File: config.mk
export PLATFORM = sky130hd
export DESIGN_NAME = vga_timing_gen
export DESIGN_NICKNAME = d
export VERILOG_FILES = /design/src/rtl/vga_timing_gen.sv
export SDC_FILE = /design/constraint.sdc
export NUM_CORES = 1
export LEC_CHECK = 0
export CAP_MARGIN = 20
export CORE_ASPECT_RATIO = 0.75
export CORE_UTILIZATION = 35
export DETAILED_ROUTE_END_ITERATION = 10
export PLACE_DENSITY_LB_ADDON = 0.05
export SLEW_MARGIN = 25
export SYNTH_ARGS = -nofsm -noshare
export SYNTH_HDL_FRONTEND = slang
export SYNTH_SLANG_ARGS = --single-unit
File: constraint.sdc
create_clock -name clk -period 4.4 [get_ports clk]
set_input_delay 1.1 -clock clk [delete_from_list [all_inputs] [get_ports clk]]
set_output_delay 1.1 -clock clk [all_outputs]
set_load 0.02 [all_outputs]
File: src/rtl/vga_timing_gen.sv
// -----------------------------------------------------------------------------
// vga_timing_gen
//
// Produces 640x480 @ 60 Hz VGA raster timing from the system clock and drives
// the VGA connector pins. The raster position (pixel_x/pixel_y) goes to the
// render engine. The engine's colour (rgb_in) is captured one pixel later.
// Sync and blanking are delayed by the same pixel, so colour and sync stay
// aligned at the connector. A one-clock vblank_start pulse tells game logic
// that the visible area has just ended.
//
// Ports
//   clk           in   system clock, rising edge
//   rst           in   asynchronous reset, active-low
//   rgb_in        in   12-bit colour for the current pixel_x/pixel_y
//   pixel_tick    out  one-clk pulse per pixel period
//   pixel_x       out  horizontal position, 0..H_TOTAL-1
//   pixel_y       out  vertical position, 0..V_TOTAL-1
//   video_on      out  current position is visible (undelayed)
//   vblank_start  out  one-clk pulse when pixel_y enters V_VISIBLE
//   vga_hsync     out  horizontal sync pin, active-low, one pixel behind
//   vga_vsync     out  vertical sync pin, active-low, one pixel behind
//   vga_rgb       out  colour pin, one pixel behind, zero while blanked
// -----------------------------------------------------------------------------
module vga_timing_gen #(
  parameter int CLK_DIV   = 4,
  parameter int H_VISIBLE = 640,
  parameter int H_FP      = 16,
  parameter int H_SYNC    = 96,
  parameter int H_BP      = 48,
  parameter int V_VISIBLE = 480,
  parameter int V_FP      = 10,
  parameter int V_SYNC    = 2,
  parameter int V_BP      = 33
) (
  input  logic        clk,
  input  logic        rst,
  input  logic [11:0] rgb_in,
  output logic        pixel_tick,
  output logic [9:0]  pixel_x,
  output logic [9:0]  pixel_y,
  output logic        video_on,
  output logic        vblank_start,
  output logic        vga_hsync,
  output logic        vga_vsync,
  output logic [11:0] vga_rgb
);

  localparam int H_TOTAL = H_VISIBLE + H_FP + H_SYNC + H_BP;
  localparam int V_TOTAL = V_VISIBLE + V_FP + V_SYNC + V_BP;

  // Sized decode constants keep every comparison at the counter width.
  localparam logic [3:0] DIV_LAST   = 4'(CLK_DIV - 1);
  localparam logic [9:0] H_LAST     = 10'(H_TOTAL - 1);
  localparam logic [9:0] V_LAST     = 10'(V_TOTAL - 1);
  localparam logic [9:0] H_VIS      = 10'(H_VISIBLE);
  localparam logic [9:0] V_VIS      = 10'(V_VISIBLE);
  localparam logic [9:0] V_VIS_LAST = 10'(V_VISIBLE - 1);
  localparam logic [9:0] HS_START   = 10'(H_VISIBLE + H_FP);
  localparam logic [9:0] HS_END     = 10'(H_VISIBLE + H_FP + H_SYNC);
  localparam logic [9:0] VS_START   = 10'(V_VISIBLE + V_FP);
  localparam logic [9:0] VS_END     = 10'(V_VISIBLE + V_FP + V_SYNC);

  // Divider and raster state (stage 0: position presented to the renderer)
  logic [3:0]  div_cnt_q, div_cnt_d;
  logic        tick_q, tick_d;
  logic [9:0]  x_p0_q, x_p0_d;
  logic [9:0]  y_p0_q, y_p0_d;

  // Pin stage (stage 1: one pixel behind the raster position)
  logic        hs_p1_q, hs_p1_d;
  logic        vs_p1_q, vs_p1_d;
  logic [11:0] rgb_p1_q, rgb_p1_d;
  logic        vblank_q, vblank_d;

  logic        hs_int;
  logic        vs_int;
  logic        vid_p0;

  // Undelayed decode of the current raster position
  always_comb begin
    vid_p0 = (x_p0_q < H_VIS) && (y_p0_q < V_VIS);
    hs_int = !((x_p0_q >= HS_START) && (x_p0_q < HS_END));
    vs_int = !((y_p0_q >= VS_START) && (y_p0_q < VS_END));
  end

  // The divider free-runs. With CLK_DIV=1, DIV_LAST is 0, so the tick fires
  // on every edge after reset.
  always_comb begin
    div_cnt_d = div_cnt_q + 4'd1;
    tick_d    = 1'b0;
    if (div_cnt_q == DIV_LAST) begin
      div_cnt_d = 4'd0;
      tick_d    = 1'b1;
    end
  end

  // Raster counters and the pin stage share the registered tick as enable.
  // The pins therefore capture the decode of the position that is about to
  // be left, which is the one-pixel delay.
  always_comb begin
    x_p0_d   = x_p0_q;
    y_p0_d   = y_p0_q;
    hs_p1_d  = hs_p1_q;
    vs_p1_d  = vs_p1_q;
    rgb_p1_d = rgb_p1_q;
    vblank_d = 1'b0;
    if (tick_q) begin
      if (x_p0_q == H_LAST) begin
        x_p0_d = 10'd0;
        if (y_p0_q == V_LAST) begin
          y_p0_d = 10'd0;
        end else begin
          y_p0_d = y_p0_q + 10'd1;
        end
      end else begin
        x_p0_d = x_p0_q + 10'd1;
      end
      hs_p1_d  = hs_int;
      vs_p1_d  = vs_int;
      rgb_p1_d = vid_p0 ? rgb_in : 12'h000;
      vblank_d = (x_p0_q == H_LAST) && (y_p0_q == V_VIS_LAST);
    end
  end

  always_ff @(posedge clk or negedge rst) begin
    if (!rst) begin
      div_cnt_q <= 4'd0;
      tick_q    <= 1'b0;
      x_p0_q    <= 10'd0;
      y_p0_q    <= 10'd0;
      hs_p1_q   <= 1'b1;
      vs_p1_q   <= 1'b1;
      rgb_p1_q  <= 12'h000;
      vblank_q  <= 1'b0;
    end else begin
      div_cnt_q <= div_cnt_d;
      tick_q    <= tick_d;
      x_p0_q    <= x_p0_d;
      y_p0_q    <= y_p0_d;
      hs_p1_q   <= hs_p1_d;
      vs_p1_q   <= vs_p1_d;
      rgb_p1_q  <= rgb_p1_d;
      vblank_q  <= vblank_d;
    end
  end

  assign pixel_tick   = tick_q;
  assign pixel_x      = x_p0_q;
  assign pixel_y      = y_p0_q;
  assign video_on     = vid_p0;
  assign vblank_start = vblank_q;
  assign vga_hsync    = hs_p1_q;
  assign vga_vsync    = vs_p1_q;
  assign vga_rgb      = rgb_p1_q;

endmodule

==> results.md, run 1 <==
- Fin crit share: 76.4%
- PostCTS Resize Cnt: 0
- Class of the worst hold path: flop to flop
- DRC violation count after routing: 0
- Avg Cell Area, Syn: 10.0 um2
- Leak Pwr: between 1 and 1.5 nW
- Buffers from clock root to sink, at most: 2
- Least-Margin Pin Slew: ~0.90 ns
- DR vias: about 1,500
- Routed WL per cell: 13.5 um
- Flop-to-flop setup slack: 2.30 ns
- Area Overhead vs Synth: 35.3%
- Share of the core filled with cells in the final layout: 50.2%
- Capture point of the worst reg-to-reg path: pixel_y[6]
- Die ar.: 0.00561 mm2
- Kind of critical path: flop to output pin
- Clock sink count: 40
- Grt ovf: 0
- Pins Over Slew Limit: 0
- Cell Pwr Density: between 200 and 300 mW/mm2
- Maximum VDD drop: 0.000191 V
- Number of antenna cells inserted: 0
- Number of filler instances in the final layout: 495
- Antenna violation net count after detailed routing: 0
- Initial cell density of the core: about 37%
- Total Routed Length: 4210 um
- CP endpoint kind: output pin
- Number of top-level design ports: 51
- Synth warn: 0
- Worst-path cell chain: and3_1 -> nand2_1 -> nand3b_1 -> inv_1 -> clkdlybuf4s50_1
- Number of library cell types mapped by synthesis: 38
- Yosys reg bits: 40
- Final layout net count: 257
- Total of max-cap violations: 0
- Fraction of the yosys area taken by sequential cells: a little over half
- Largest net degree at the start of global routing: 41
- Number of setup violations in the final report: 0
- Placer's final routability congestion estimate: 0.794
- Global-route wire length before repair: 7140 um
- Layout cells sized above 1: under 10%
- Worst R2R Start: pixel_tick
- Overall power consumption: 0.672 mW
- Post CTS Setup Buffer Count: 0
- Clk slew on worst S/H paths: approximately 0.080 ns
- Largest fanout on the critical path: 13
- Final-layout setup total negative slack: 0 ns
- Cell count after synthesis: 186
- Clock tree from TritonCTS: yes
- Count of buffers from port buffering: 50
- Maximum level of the CTS H-tree: 2
- Maximum clock frequency: around 0.30 GHz
- Area of the mapped netlist: 0.00186 mm2
- Total stage count of the critical path: 5
- Slew margin rel.: about two fifths
- Crit-path leading delay family: buffers and inverters
- Total GRT Usage: 16.6%
- EDFF count, synth: 0
- Worst Setup Start Kind: flop
- Number of rows created at floorplan: 22
- Number of buffer and inverter instances along the worst setup path: 2
- Post-detailed-route via-to-cell ratio: slightly below 5
- Violation count after the first detailed-routing iteration: between 100 and 150
- Share of async-settable or async-resettable flops after synthesis: 100%
- CTS Root Buffer Type: clkbuf_8
- Chip Height: 65.1 um
- Max stage delay cell, worst path: clkdlybuf4s50_1
- Fin Clk Skew: 0.0108 ns
- Mapped Nets: 205
- Outcome: complete, no violations
- Final Hold Violating Endpoints: 0
- TritonCTS buffer count: 5
- CP required: 3.30 ns
- Post-route minimum period: 3.36 ns
- RSZ-0062 raised after global routing: no
- CP peak stage delay: 0.62 ns
- Most used DFF post-synth: dfrtp_1
- Die Width: 86.2 um
- Cell depth of the worst flop-to-flop path: 5
- Initial antenna violation count: 0
- Clock network latency to the later pin of the worst-skew pair: around 0.29 ns
- Number of hold buffers added after cts: 0
- DP Wirelength: 2900 um
- Number of global-route vias before repair: about 1,500
- WP data arrival: 2.26 ns
- End point of the critical path: video_on
- Area inside the core boundary: 0.00501 mm2
- First-pass DRT Iterations: 4
- Start point of the critical path: pixel_y[5]
## stage by stage
stage	cells	setup WS (ns)	cell area, um2	hold WS, ns
after floorplan	186	2.04	1860	0.433
after global placement	303	1.40	2420	0.453
after detailed placement	303	1.37	2420	0.454
after CTS	311	1.02	2520	0.469
after global routing	311	0.913	2520	0.503
final	311	1.04	2520	0.467
## per-layer routing
metal | GRT usage [%] | vias to the layer above | share of wire, %
met4 | 6.25 | 0 | 1.4
li1 | - | 752 | -
met1 | 20.9 | 733 | 48
met3 | 5.78 | 8 | 6.1
met5 | 0 | - | 0
met2 | 26.4 | 41 | 44
## logic make-up (layout without fill, tap and decap cells)
logic type               Yosys count  after routing  synth area share [%]
adder cells (fa/ha/maj)            5              5                  3.36
multiplexers                       3              3                  1.61
flip-flops                        40             40                  53.9
buffers and inverters             27             80                  5.78
AO/OA/AOI/OAI                     25             25                  8.34
XOR/XNOR                          11             11                  5.18
AND/OR/NAND/NOR                   75             75                  21.8
## worst register-to-register path, stage by stage (launching register included)
cell,delay [ns]
dfrtp_1,0.35
buf_4,0.34
nand2_1,0.18
nor3_2,0.73
nand4_1,0.21
xnor2_1,0.18
## cell type report
cell class	count	area [um2]	share of cell area, %
flip-flops and latches	40	1000	39.9
multi-input cells	119	749	29.8
repair buffers	51	503	20.0
well taps	72	90.1	3.58
clock buffers	6	82.6	3.28
inverters	21	78.8	3.13
clock inverters	2	10.0	0.398
## power by group
part	total (mW)	internal [mW]	switching, mW	leakage [nW]
Sequential	0.376	0.373	0.00314	0.510
Clock	0.253	0.125	0.128	0.0510
Combinational	0.0428	0.0220	0.0208	0.541
## cells in the mapped netlist (all sizes together), types with 3 or more instances
library cell | instances | share of area, %
nand4 | 7 | 2.4
nor4 | 3 | 1.3
a21oi | 3 | 0.81
buf | 4 | 1.1
nor3 | 5 | 1.6
xnor2 | 9 | 4.2
nand2 | 24 | 4.8
inv | 21 | 4.2
nor2 | 8 | 1.6
and3 | 3 | 1.0
o21ai | 5 | 1.3
mux2i | 3 | 1.6
ha | 5 | 3.4
nand3 | 12 | 3.2
dfrtp | 38 | 51
o22ai | 12 | 4.0
## worst min path at each step
stage                         to  cells past startpoint    startpoint
finish              div_cnt_q[0]                      1  div_cnt_q[0]
global route          pixel_tick                      1  div_cnt_q[2]
CTS                 div_cnt_q[0]                      1  div_cnt_q[0]
detailed placement  div_cnt_q[0]                      1  div_cnt_q[0]
global placement    div_cnt_q[0]                      1  div_cnt_q[0]
floorplan           div_cnt_q[0]                      1  div_cnt_q[0]
## registers in the layout, summed over array words and instances (netlist names)
register and cells:
pixel_y 10, div_cnt_q 4, pixel_x 10, vga_hsync 1
vga_rgb 12, vga_vsync 1, vblank_start 1, pixel_tick 1
## placed cells by master (no fill, tap or decap), drive strengths merged, types with 2 or more instances in the layout
cell type	instances
a21oi	3
a31oi	2
and3	3
buf	2
clkbuf	6
clkdlybuf4s50	49
clkinv	2
dfrtp	38
dfstp	2
ha	5
inv	21
mux2i	3
nand2	24
nand3	12
nand4	7
nor2	8
nor3	5
nor3b	2
nor4	3
o21ai	5
o22ai	12
or3	2
xnor2	9
xor2	2
(Power assumes the default switching activity.)
==> inputs of run 2 (changes only) <==
Clock period 4.4 ns to 3.2 ns, I/O delays scaled along.
==> run 2 against run 1 <==
Net effect:
- total power up 46%
- sequential cell count unchanged
- clock-buffer cell count unchanged
- critical path depth unchanged
- sequential power up 38%
- non-clock buffer count up 1
- worst setup slack worse by 0.55 ns
- sequential share of layout area down 0.35 points
- critical path type unchanged
- largest cell class unchanged
==> results.md, run 2 (synthesized netlist as in run 1, its figures left out) <==
- Cell depth of the worst flop-to-flop path: 5
- Largest fanout on the critical path: 7
- Total net switching power: 0.207 mW
- Max FFs per register: 12
- CP endpoint kind: output pin
- Initial antenna violation count: 0
- Clock network latency to the later pin of the worst-skew pair: 0.29 ns
- Post-detailed-route via-to-cell ratio: 5.00
- Total Routed Length: approximately 4300 um
- Buffers from clock root to sink, at most: 2
- DR vias: 1,561
- Violation count after the first detailed-routing iteration: 64
- Total of max-cap violations: 0
- Fin Clk Skew: 0.00598 ns
- Number of global-route vias before repair: 1,568
- Count of buffers from port buffering: 50
- Fin crit share: 84.7%
- Area Overhead vs Synth: 36.5%
- Chip Height: approximately 65 um
- Final layout net count: 258
- Layout cells sized above 1: about 6.3%
- Initial cell density of the core: 37.1%
- Final Hold Violating Endpoints: 0
- DP Wirelength: 3000 um
- Worst-case hold slack: approximately 0.47 ns
- Cell Pwr Density: 387 mW/mm2
- Number of rows created at floorplan: 22
- Most common cell after layout, fill and taps aside: clkdlybuf4s50_1
- PostCTS Resize Cnt: 0
- RSZ-0062 raised after global routing: no
- DRC violation count after routing: 0
- Kind of critical path: flop to output pin
- Post-route minimum period: 2.71 ns
- Flop-to-flop setup slack: 1.19 ns
- Number of top-level design ports: 51
- Power share of the sequential group: 52.7%
- Largest net degree at the start of global routing: 41
- Power share of the combinational group: 6.0%
- Area inside the core boundary: 0.00501 mm2
- TritonCTS buffer count: 5
- Placer's final routability congestion estimate: 0.787
- Top library cells by usage in the layout, fill and taps aside: 49 x clkdlybuf4s50_1, 38 x dfrtp_1, 24 x nand2_1, 21 x inv_1
- Least-Margin Pin Slew: 0.911 ns
- Maximum level of the CTS H-tree: 2
- Post CTS Setup Buffer Count: 0
- Switching fraction of total power: a little over a fifth
- Routed WL per cell: 13.9 um
- Pins Over Slew Limit: 0
- Number of antenna cells inserted: 0
- Global-route wire length before repair: 7510 um
- Leak Pwr: 1.11 nW
- Maximum clock frequency: 0.369 GHz
- Design internal power: 0.775 mW
- Die ar.: 0.00561 mm2
- Die Width: 86.2 um
- Number of hold buffers added after cts: 0
- Grt ovf: 0
- Total GRT Usage: about 17%
- Clock network fraction of total power: between 40% and 50%
- Min-Delay Path Depth: 1
- Antenna violation net count after detailed routing: 0
- CP required: 2.40 ns
- Class of the worst hold path: flop to flop
- Final-layout setup total negative slack: 0 ns
- Clk slew on worst S/H paths: 0.08 ns
- Clock sink count: 40
- CTS Root Buffer Type: clkbuf_8
- Worst Setup Start Kind: flop
- Slew margin rel.: 39.3%
- Clock tree from TritonCTS: yes
- Number of setup violations in the final report: 0
- First-pass DRT Iterations: 4
- Outcome: complete, no violations
- Overall power consumption: 0.982 mW
- WP data arrival: around 1.9 ns
- Maximum VDD drop: between 0.0002 and 0.00025 V
==> run 2: cell types whose count changed in the layout (fill, tap and decap cells not counted), sizes merged <==
cell | before | now
buf | 2 | 3
bufinv | 0 | 1
clkinv | 2 | 1
==> run 2: cell type report <==
cell class              count  area [um2]
flip-flops and latches     40        1000
multi-input cells         119         749
inverters                  21        78.8
fillers                   467        2470
repair buffers             52         510
well taps                  72        90.1
clock inverters             2        35.0
clock buffers               6        72.6
==> run 2: worst paths after layout <==
check | end | from
worst min-delay path | div_cnt_q[0] | div_cnt_q[0]
worst max-delay path | video_on | pixel_y[5]
min in group asynchronous | pixel_x[9] | rst
worst min register to register | div_cnt_q[0] | div_cnt_q[0]
worst max register to register | pixel_y[6] | pixel_x[0]
max in group asynchronous | vga_rgb[10] | rst
==> run 2: through the flow <==
stage	cells	setup WS [ns]	cell area (um2)	utilization [%]
2_1_floorplan	186	1.14	1860	-
3_3_place_gp	304	0.843	2430	48.6
3_5_place_dp	304	0.820	2430	48.6
4_1_cts	312	0.473	2540	50.7
5_1_grt	312	0.377	2540	50.7
6_report	312	0.491	2540	50.7
==> run 2: critical path, cell delays in order, from the launching register on <==
cell and delay, ns:
dfrtp_1 0.45, and3_1 0.24, nand2_1 0.09, nand3b_1 0.14, inv_1 0.09, clkdlybuf4s50_1 0.61
==> run 2: routing by layer <==
| metal | part of all wire, % | track usage (%) | vias up | wire [um] |
|---|---|---|---|---|
| met5 | 0 | 0 | - | 0 |
| met3 | 6.1 | 5.65 | 7 | 264 |
| met2 | 45 | 29.0 | 48 | 1960 |
| met4 | 0.92 | 5.63 | 0 | 40 |
| li1 | - | - | 753 | - |
| met1 | 48 | 21.7 | 753 | 2090 |
==> run 2: power by group through the flow <==
stage | logic (mW) | registers (mW) | clock network [mW]
floorplan | 0.00699 | 0.537 | 0
global placement | 0.0592 | 0.527 | 0
finish | 0.0590 | 0.517 | 0.406
CTS | 0.0599 | 0.517 | 0.417
detailed placement | 0.0597 | 0.527 | 0
global route | 0.0646 | 0.518 | 0.444
